$ cat config.mk
export PLATFORM = sky130hd
export DESIGN_NAME = edge_stream_5x5_flat
export DESIGN_NICKNAME = d
export VERILOG_FILES = /design/src/rtl/edge_pkg.sv /design/src/rtl/edge_stream_5x5_if.sv /design/src/rtl/edge_line_buffer.sv /design/src/rtl/edge_stream_5x5.sv /design/src/flat_wrapper.sv
export SDC_FILE = /design/constraint.sdc
export NUM_CORES = 2
export LEC_CHECK = 0
export ABC_AREA = 1
export ABC_CLOCK_PERIOD_IN_PS = 6850
export CORE_MARGIN = 2
export CORE_UTILIZATION = 26
export CTS_BUF_LIST = sky130_fd_sc_hd__clkbuf_4 sky130_fd_sc_hd__clkbuf_8
export CTS_CLUSTER_DIAMETER = 100
export DETAILED_ROUTE_END_ITERATION = 8
export HOLD_SLACK_MARGIN = 0.03
export PLACE_DENSITY_LB_ADDON = 0.2
export RECOVER_POWER = 25
export SLEW_MARGIN = 15
export SYNTH_ARGS = -nofsm -noshare
export SYNTH_HDL_FRONTEND = slang
export SYNTH_SLANG_ARGS = --single-unit
$ cat constraint.sdc
create_clock -name clk -period 6.85 [get_ports clk]
set_input_delay 1.37 -clock clk [delete_from_list [all_inputs] [get_ports clk]]
set_output_delay 1.37 -clock clk [all_outputs]
set_load 0.02 [all_outputs]
$ cat src/rtl/edge_pkg.sv
// edge_pkg: shared definitions for the edge_stream_5x5 gradient filter.
//   mode_t        - latched output-mode encoding (X gradient, Y gradient, magnitude)
//   ROW_W / COL_D - separable 5-tap kernel weights (smoothing / derivative)
//   acc_width()   - signed accumulator width for a given pixel width
//   to_mode()     - maps the raw 2-bit mode input onto mode_t (3 folds onto MODE_MAG)
package edge_pkg;

    typedef enum logic [1:0] {
        MODE_X   = 2'd0,
        MODE_Y   = 2'd1,
        MODE_MAG = 2'd2
    } mode_t;

    localparam int ROW_W [5] = '{1, 4, 6, 4, 1};
    localparam int COL_D [5] = '{-1, -2, 0, 2, 1};

    // Largest |gx| or |gy| is 48*(2^DATA_W-1), so 8 extra bits incl. sign suffice.
    function automatic int acc_width(input int data_w);
        return data_w + 8;
    endfunction

    function automatic mode_t to_mode(input logic [1:0] m);
        case (m)
            2'd0:    return MODE_X;
            2'd1:    return MODE_Y;
            default: return MODE_MAG;
        endcase
    endfunction

endpackage

$ cat src/rtl/edge_stream_5x5_if.sv
// edge_stream_5x5_if: pixel-in / gradient-out stream bundle.
//   mode            - output select, sampled by the filter at pixel (0,0)
//   s_valid/s_ready/s_data         - raster-order input pixel stream
//   m_valid/m_ready/m_data/m_last  - gradient output stream, m_last ends a frame
// slave modport is the filter side, master modport the producer/consumer side.
interface edge_stream_5x5_if #(
    parameter int DATA_W = 8
);
    logic [1:0]        mode;
    logic              s_valid;
    logic              s_ready;
    logic [DATA_W-1:0] s_data;
    logic              m_valid;
    logic              m_ready;
    logic [DATA_W-1:0] m_data;
    logic              m_last;

    modport slave (
        input  mode, s_valid, s_data, m_ready,
        output s_ready, m_valid, m_data, m_last
    );

    modport master (
        output mode, s_valid, s_data, m_ready,
        input  s_ready, m_valid, m_data, m_last
    );
endinterface

$ cat src/rtl/edge_line_buffer.sv
// edge_line_buffer: fixed-length delay line over a single-port RAM.
//   clk, rst - clock, async active-high reset (pointer only; contents persist)
//   en       - shift enable: read old entry and write d at the same address
//   d        - sample entering the delay line
//   q        - registered sample that entered DEPTH enables earlier
module edge_line_buffer #(
    parameter int DEPTH  = 64,
    parameter int DATA_W = 8
) (
    input  logic              clk,
    input  logic              rst,
    input  logic              en,
    input  logic [DATA_W-1:0] d,
    output logic [DATA_W-1:0] q
);
    localparam int PTR_W = (DEPTH > 1) ? $clog2(DEPTH) : 1;

    logic [DATA_W-1:0] mem [DEPTH];
    logic [PTR_W-1:0]  ptr;

    always_ff @(posedge clk or posedge rst) begin
        if (rst) begin
            ptr <= '0;
        end else if (en) begin
            ptr <= (ptr == PTR_W'(DEPTH - 1)) ? '0 : ptr + 1'b1;
        end
    end

    // Read-before-write on one address keeps this a single-port RAM.
    always_ff @(posedge clk) begin
        if (en) begin
            q        <= mem[ptr];
            mem[ptr] <= d;
        end
    end

endmodule

$ cat src/rtl/edge_stream_5x5.sv
// edge_stream_5x5: streaming 5x5 gradient filter.
//   clk, rst - single clock, async active-high reset
//   bus      - edge_stream_5x5_if.slave: pixel input stream, gradient output
//              stream, mode select (latched at pixel (0,0) of each frame)
// Pipeline: W (window/line buffers on the transfer edge), S1 (gx/gy sums),
// S2 (abs, mode select, saturation, output register). Whole pipeline stalls
// while an output is held unaccepted.
module edge_stream_5x5
    import edge_pkg::*;
#(
    parameter int DATA_W = 8,
    parameter int IMG_W  = 64,
    parameter int IMG_H  = 64
) (
    input logic               clk,
    input logic               rst,
    edge_stream_5x5_if.slave  bus
);
    localparam int ACC_W    = acc_width(DATA_W);
    localparam int COL_BITS = $clog2(IMG_W);
    localparam int ROW_BITS = $clog2(IMG_H);

    logic                advance;
    logic                xfer;
    logic                first_pix;
    logic [COL_BITS-1:0] col;
    logic [ROW_BITS-1:0] row;
    mode_t               mode_q;
    mode_t               pix_mode;

    logic [DATA_W-1:0]   lb_q [4];
    logic [DATA_W-1:0]   pix_q;
    logic [DATA_W-1:0]   win_r [5][4];
    logic [DATA_W-1:0]   win [5][5];

    logic                w_valid;
    logic                w_last;
    mode_t               w_mode;

    logic signed [ACC_W-1:0] gx, gy, px;
    logic signed [ACC_W-1:0] s1_gx, s1_gy;
    logic                    s1_valid;
    logic                    s1_last;
    mode_t                   s1_mode;

    logic [ACC_W-1:0]    ax, ay;
    logic [ACC_W:0]      sel;
    logic [DATA_W-1:0]   sat;

    logic                m_valid_q;
    logic                m_last_q;
    logic [DATA_W-1:0]   m_data_q;

    assign advance     = !(m_valid_q && !bus.m_ready);
    assign xfer        = bus.s_valid && advance;
    assign bus.s_ready = advance;
    assign bus.m_valid = m_valid_q;
    assign bus.m_data  = m_data_q;
    assign bus.m_last  = m_last_q;

    assign first_pix = (row == '0) && (col == '0);
    assign pix_mode  = first_pix ? to_mode(bus.mode) : mode_q;

    // ---------------- frame counters and mode latch ----------------
    always_ff @(posedge clk or posedge rst) begin
        if (rst) begin
            col    <= '0;
            row    <= '0;
            mode_q <= MODE_X;
        end else if (xfer) begin
            if (first_pix) begin
                mode_q <= to_mode(bus.mode);
            end
            if (col == COL_BITS'(IMG_W - 1)) begin
                col <= '0;
                row <= (row == ROW_BITS'(IMG_H - 1)) ? '0 : row + 1'b1;
            end else begin
                col <= col + 1'b1;
            end
        end
    end

    // ---------------- line buffers ----------------
    // Each buffer's registered output lags its input by one transfer, so the
    // chained buffers after the first are one entry shorter to keep every
    // tap exactly one line apart.
    for (genvar k = 0; k < 4; k++) begin : g_lb
        if (k == 0) begin : g_first
            edge_line_buffer #(.DEPTH(IMG_W), .DATA_W(DATA_W)) u_lb (
                .clk (clk),
                .rst (rst),
                .en  (xfer),
                .d   (bus.s_data),
                .q   (lb_q[0])
            );
        end else begin : g_rest
            edge_line_buffer #(.DEPTH(IMG_W - 1), .DATA_W(DATA_W)) u_lb (
                .clk (clk),
                .rst (rst),
                .en  (xfer),
                .d   (lb_q[k-1]),
                .q   (lb_q[k])
            );
        end
    end

    // ---------------- window ----------------
    // The right window column is the buffer output registers plus pix_q, all
    // loaded on the transfer edge; only the four older columns need their own
    // registers. Row 0 is the oldest line, column 0 the oldest column.
    always_ff @(posedge clk) begin
        if (xfer) begin
            pix_q <= bus.s_data;
            for (int unsigned i = 0; i < 5; i++) begin
                for (int unsigned j = 0; j < 3; j++) begin
                    win_r[i][j] <= win_r[i][j+1];
                end
                win_r[i][3] <= win[i][4];
            end
        end
    end

    always_comb begin
        for (int unsigned i = 0; i < 5; i++) begin
            for (int unsigned j = 0; j < 4; j++) begin
                win[i][j] = win_r[i][j];
            end
        end
        win[0][4] = lb_q[3];
        win[1][4] = lb_q[2];
        win[2][4] = lb_q[1];
        win[3][4] = lb_q[0];
        win[4][4] = pix_q;
    end

    // ---------------- stage W qualifiers ----------------
    // Mode travels with each result so frame-boundary outputs keep their own mode.
    always_ff @(posedge clk or posedge rst) begin
        if (rst) begin
            w_valid <= 1'b0;
            w_last  <= 1'b0;
            w_mode  <= MODE_X;
        end else if (advance) begin
            w_valid <= xfer && (row >= ROW_BITS'(4)) && (col >= COL_BITS'(4));
            w_last  <= xfer && (row == ROW_BITS'(IMG_H - 1)) && (col == COL_BITS'(IMG_W - 1));
            w_mode  <= pix_mode;
        end
    end

    // ---------------- stage S1: gradient sums ----------------
    always_comb begin
        gx = '0;
        gy = '0;
        px = '0;
        for (int unsigned i = 0; i < 5; i++) begin
            for (int unsigned j = 0; j < 5; j++) begin
                px = signed'(ACC_W'(win[i][j]));
                gx = gx + px * ACC_W'(ROW_W[i] * COL_D[j]);
                gy = gy + px * ACC_W'(COL_D[i] * ROW_W[j]);
            end
        end
    end

    always_ff @(posedge clk or posedge rst) begin
        if (rst) begin
            s1_valid <= 1'b0;
            s1_last  <= 1'b0;
            s1_mode  <= MODE_X;
            s1_gx    <= '0;
            s1_gy    <= '0;
        end else if (advance) begin
            s1_valid <= w_valid;
            s1_last  <= w_last;
            s1_mode  <= w_mode;
            if (w_valid) begin
                s1_gx <= gx;
                s1_gy <= gy;
            end
        end
    end

    // ---------------- stage S2: abs, select, saturate ----------------
    always_comb begin
        ax = s1_gx[ACC_W-1] ? ACC_W'(-s1_gx) : ACC_W'(s1_gx);
        ay = s1_gy[ACC_W-1] ? ACC_W'(-s1_gy) : ACC_W'(s1_gy);
        case (s1_mode)
            MODE_X:  sel = {1'b0, ax};
            MODE_Y:  sel = {1'b0, ay};
            default: sel = {1'b0, ax} + {1'b0, ay};
        endcase
        if (sel > {{(ACC_W + 1 - DATA_W){1'b0}}, {DATA_W{1'b1}}}) begin
            sat = '1;
        end else begin
            sat = sel[DATA_W-1:0];
        end
    end

    always_ff @(posedge clk or posedge rst) begin
        if (rst) begin
            m_valid_q <= 1'b0;
            m_last_q  <= 1'b0;
            m_data_q  <= '0;
        end else if (advance) begin
            m_valid_q <= s1_valid;
            m_last_q  <= s1_valid && s1_last;
            if (s1_valid) begin
                m_data_q <= sat;
            end
        end
    end

endmodule

$ cat src/flat_wrapper.sv
// flat-port wrapper written by rule: the top's interface ports become plain ports
module edge_stream_5x5_flat import edge_pkg::*;
#(
    parameter int DATA_W = 8,
    parameter int IMG_W  = 64,
    parameter int IMG_H  = 64
)
  (clk, rst, bus_mode, bus_s_valid, bus_s_data, bus_m_ready, bus_s_ready, bus_m_valid, bus_m_data, bus_m_last);
  edge_stream_5x5_if #(.DATA_W(DATA_W)) bus_i ();
  input logic clk;
  input logic rst;
  input wire logic [$bits(bus_i.mode)-1:0] bus_mode;
  input wire logic [$bits(bus_i.s_valid)-1:0] bus_s_valid;
  input wire logic [$bits(bus_i.s_data)-1:0] bus_s_data;
  input wire logic [$bits(bus_i.m_ready)-1:0] bus_m_ready;
  output wire logic [$bits(bus_i.s_ready)-1:0] bus_s_ready;
  output wire logic [$bits(bus_i.m_valid)-1:0] bus_m_valid;
  output wire logic [$bits(bus_i.m_data)-1:0] bus_m_data;
  output wire logic [$bits(bus_i.m_last)-1:0] bus_m_last;
  assign bus_i.mode = bus_mode;
  assign bus_i.s_valid = bus_s_valid;
  assign bus_i.s_data = bus_s_data;
  assign bus_i.m_ready = bus_m_ready;
  assign bus_s_ready = bus_i.s_ready;
  assign bus_m_valid = bus_i.m_valid;
  assign bus_m_data = bus_i.m_data;
  assign bus_m_last = bus_i.m_last;
  edge_stream_5x5 #(.DATA_W(DATA_W), .IMG_W(IMG_W), .IMG_H(IMG_H)) u_core (.clk(clk), .rst(rst), .bus(bus_i));
endmodule
==> flow_metrics.env <==
export IMPL_place_ws_ns=-0.570
export IMPL_ys_seq_area_share_pct=66.8
export IMPL_cp_top_family="adder cells"
export IMPL_netlist_area_sq_um=103000
export IMPL_cts_max_path_buffers=4
export IMPL_status="complete, but fails checks"
export IMPL_cp_data_arrival_time_ns=7.94
export IMPL_area_growth_pct=18.1
export IMPL_postSynth_asyncResetShare_pct=3.81
export IMPL_final_max_slew_viol_count=0
export IMPL_grt_pass1_vias=65800
export IMPL_r2r_slack_ns=-0.05
export IMPL_max_freq_mhz=145
export IMPL_hold_violations=0
export IMPL_coreArea_sq_um=396000
export IMPL_cts_tree="built"
export IMPL_routed_wl_mm=318
export IMPL_cts_root_buf="clkbuf_8"
export IMPL_antenna_found_initial=4
export IMPL_antenna_left=0
export IMPL_cp_start_kind="register"
export IMPL_worst_path_largest_cell_delay_ns=0.58
export IMPL_ys_types=50
export IMPL_reg2reg_to="u_core.s1_gy[15]$_DFFE_PP0P_"
export IMPL_dr_pass1_iters=7
export IMPL_portBuffers=24
export IMPL_hold_buffers=0
export IMPL_violations="negative setup slack"
export IMPL_drc=0
export IMPL_ys_warnings_count=0
export IMPL_grt_use_total_pct=15.5
export IMPL_num_io_pins=25
export IMPL_path_max_fanout=3
export IMPL_hpwl_mm=207
export IMPL_synthCells=7941
export IMPL_yosysMostFrequentCell="edfxtp_1"
export IMPL_min_path_cells=0
export IMPL_yosys_top_cells_count="edfxtp_1 (2224), nand2_1 (1610), inv_1 (962)"
export IMPL_via_count=64500
export IMPL_syn_area_per_cell_sq_um=13.0
export IMPL_die_area_sq_um=402000
export IMPL_crit_type="reg2reg"
export IMPL_final_nets=9259
export IMPL_required_ns=7.89
export IMPL_rows=231
export IMPL_viasPerCell=4.55
export IMPL_yosysTopAreaCellShare_pct=64.7
export IMPL_worstSkewPairLatency_ns=1.11
export IMPL_netlist_top_cells_area="edfxtp_1 (65%), fa_1 (7.0%), nand2_1 (5.9%)"
export IMPL_grt_pass1_wl_mm=460
export IMPL_fp_dieW_um=634
export IMPL_synth_simple_area_share_pct=11.0
export IMPL_wl_per_cell_um=22.4
export IMPL_synth_edf_count=2224
export IMPL_slew_headroom_pct=22.1
export IMPL_place_gp_congestion=0.863
export IMPL_holdPathEnd="u_core.win_r[2][18]$_DFFE_PP_"
export IMPL_min_period_over_period_pct=101
export IMPL_rr_startpoint="u_core.win_r[0][11]$_DFFE_PP_"
export IMPL_synth_adder_area_share_pct=9.96
export IMPL_clk_pin_slew_ns=0.06
export IMPL_worst_pin_slew_ns=1.16
export IMPL_syn_nets=8560
export IMPL_grt_start_max_net_pins=72
export IMPL_period_needed_ns=6.90
export IMPL_hold_ws_ns=0.418
export IMPL_numCtsBuffers=395
export IMPL_synth_xor_area_share_pct=1.03
export IMPL_synth_ff_type="edfxtp_1"
export IMPL_synth_compound_area_share_pct=6.56
export IMPL_synthMuxAreaShare_pct=0.00970
export IMPL_end_kind="register"
export IMPL_hold_path_startpoint="u_core.win_r[2][10]$_DFFE_PP_"
export IMPL_synth_area_leader_cell="edfxtp_1"
export IMPL_final_core_util_pct=30.8
export IMPL_hold_class="reg2reg"
export IMPL_cts_sinks=2312
export IMPL_ys_ff_latch=2312
export IMPL_synth_top_family_by_area="simple AND/OR/NAND/NOR gates"
export IMPL_die_h_um=634
export IMPL_drive_gt1_share_pct=15.3
export IMPL_cp_num_cells=30
export IMPL_finalSetupTns_ns=-0.138
export IMPL_fin_ws_ns=-0.0543
export IMPL_setup_violations=4
export IMPL_fin_skew_ns=0.0944
export IMPL_gr_total_overflow=0
export IMPL_crit_buf_inv=4
export IMPL_start_util_pct=26.1
export IMPL_rsz0062_at_grt="true"
export IMPL_crit_slowest_cell="fa_1"
export IMPL_h_tree_depth=5
export IMPL_drv_cap=0
export IMPL_ff2ff_path_depth=30
export IMPL_drtIter0Drc=5162
## layout by cell type, fill, tap and decap left out, drive strengths merged, types with 11 or more instances in the layout
cell type	synthesis	routed
a21oi	146	146
a221oi	168	168
a22o	84	84
a22oi	295	295
a31oi	11	11
and3	26	26
buf	141	478
bufinv	0	11
clkbuf	87	561
clkdlybuf4s50	0	16
clkinv	13	157
clkinvlp	0	13
dfrtp	88	88
edfxtp	2224	2224
fa	361	361
ha	244	244
inv	982	991
nand2	1611	1611
nand3	190	190
nand4	248	248
nor2	544	544
nor3	55	55
o21ai	168	168
o22ai	16	16
o2bb2ai	13	13
o31ai	12	12
or2	25	25
xnor2	35	35
xor2	86	86
## cell type report
type | instances | area (sq um)
antenna | 5 | 12.5
clock buffer | 525 | 6490
inverter | 995 | 3750
sequential | 2312 | 69000
timing repair buffer | 530 | 4010
multi-input combinational | 4406 | 30900
fill | 39700 | 274000
tap | 5242 | 6560
clock inverter | 177 | 1170
## registers in the layout, indices dropped and copies added, names as in the netlist, 2 cells and up
| signal | flops |
|---|---|
| u_core.g_lb.g_first.u_lb.q | 8 |
| u_core.s1_gy | 16 |
| u_core.g_lb.g_first.u_lb.ptr | 6 |
| u_core.bus.m_data | 8 |
| u_core.g_lb.g_rest.u_lb.mem | 1512 |
| u_core.s1_gx | 16 |
| u_core.mode_q | 2 |
| u_core.g_lb.g_first.u_lb.mem | 512 |
| u_core.g_lb.g_rest.u_lb.q | 24 |
| u_core.g_lb.g_rest.u_lb.ptr | 18 |
| u_core.pix_q | 8 |
| u_core.row | 6 |
| u_core.s1_mode | 2 |
| u_core.col | 6 |
| u_core.w_mode | 2 |
| u_core.win_r | 160 |
## how the worst max path moves through the flow
stage,start,to,slack (ns)
final,u_core.win_r[0][11]$_DFFE_PP_,u_core.s1_gy[15]$_DFFE_PP0P_,-0.05
after global routing,u_core.win_r[1][11]$_DFFE_PP_,u_core.s1_gy[15]$_DFFE_PP0P_,-0.35
after CTS,u_core.win_r[2][27]$_DFFE_PP_,u_core.s1_gx[15]$_DFFE_PP0P_,-0.17
after detailed placement,u_core.win_r[0][9]$_DFFE_PP_,u_core.s1_gy[15]$_DFFE_PP0P_,-0.57
after global placement,u_core.win_r[0][9]$_DFFE_PP_,u_core.s1_gy[15]$_DFFE_PP0P_,-0.68
after floorplan,u_core.g_lb[1].g_rest.u_lb.q[0]$_DFFE_PP_,u_core.s1_gx[12]$_DFFE_PP0P_,0.002
## stage by stage
step,cells,area [sq um]
final,14200,122000
after global routing,14200,122000
after CTS,14200,121000
after detailed placement,13500,113000
after global placement,13500,113000
after floorplan,7941,103000
## per-layer routing
layer  GRT usage, %  wire length [um]  vias to the layer above
li1               -                 -                    29500
met1           21.8            147000                    33000
met2           25.2            150000                     1634
met3           1.90             14800                      409
met4           4.06              7220                        0
met5              0                 0                        -
## timing repair
action,in CTS,in global routing
setup buffers,6,13
setup endpoints to repair,18,18
resized for setup,84,176
pin swaps,56,138
## logic make-up (layout without fill, tap and decap cells)
| logic type | after synthesis | in the layout |
|---|---|---|
| flops | 2312 | 2312 |
| fa+ha+maj | 605 | 605 |
| compound gates | 961 | 961 |
| mux | 1 | 1 |
| other cells | 0 | 5 |
| simple gates | 2718 | 2718 |
| buf+inv | 1223 | 2227 |
| xor+xnor | 121 | 121 |
Power is not shown: default switching activity piles up to over one toggle a cycle in this logic, so the estimate is an artifact.
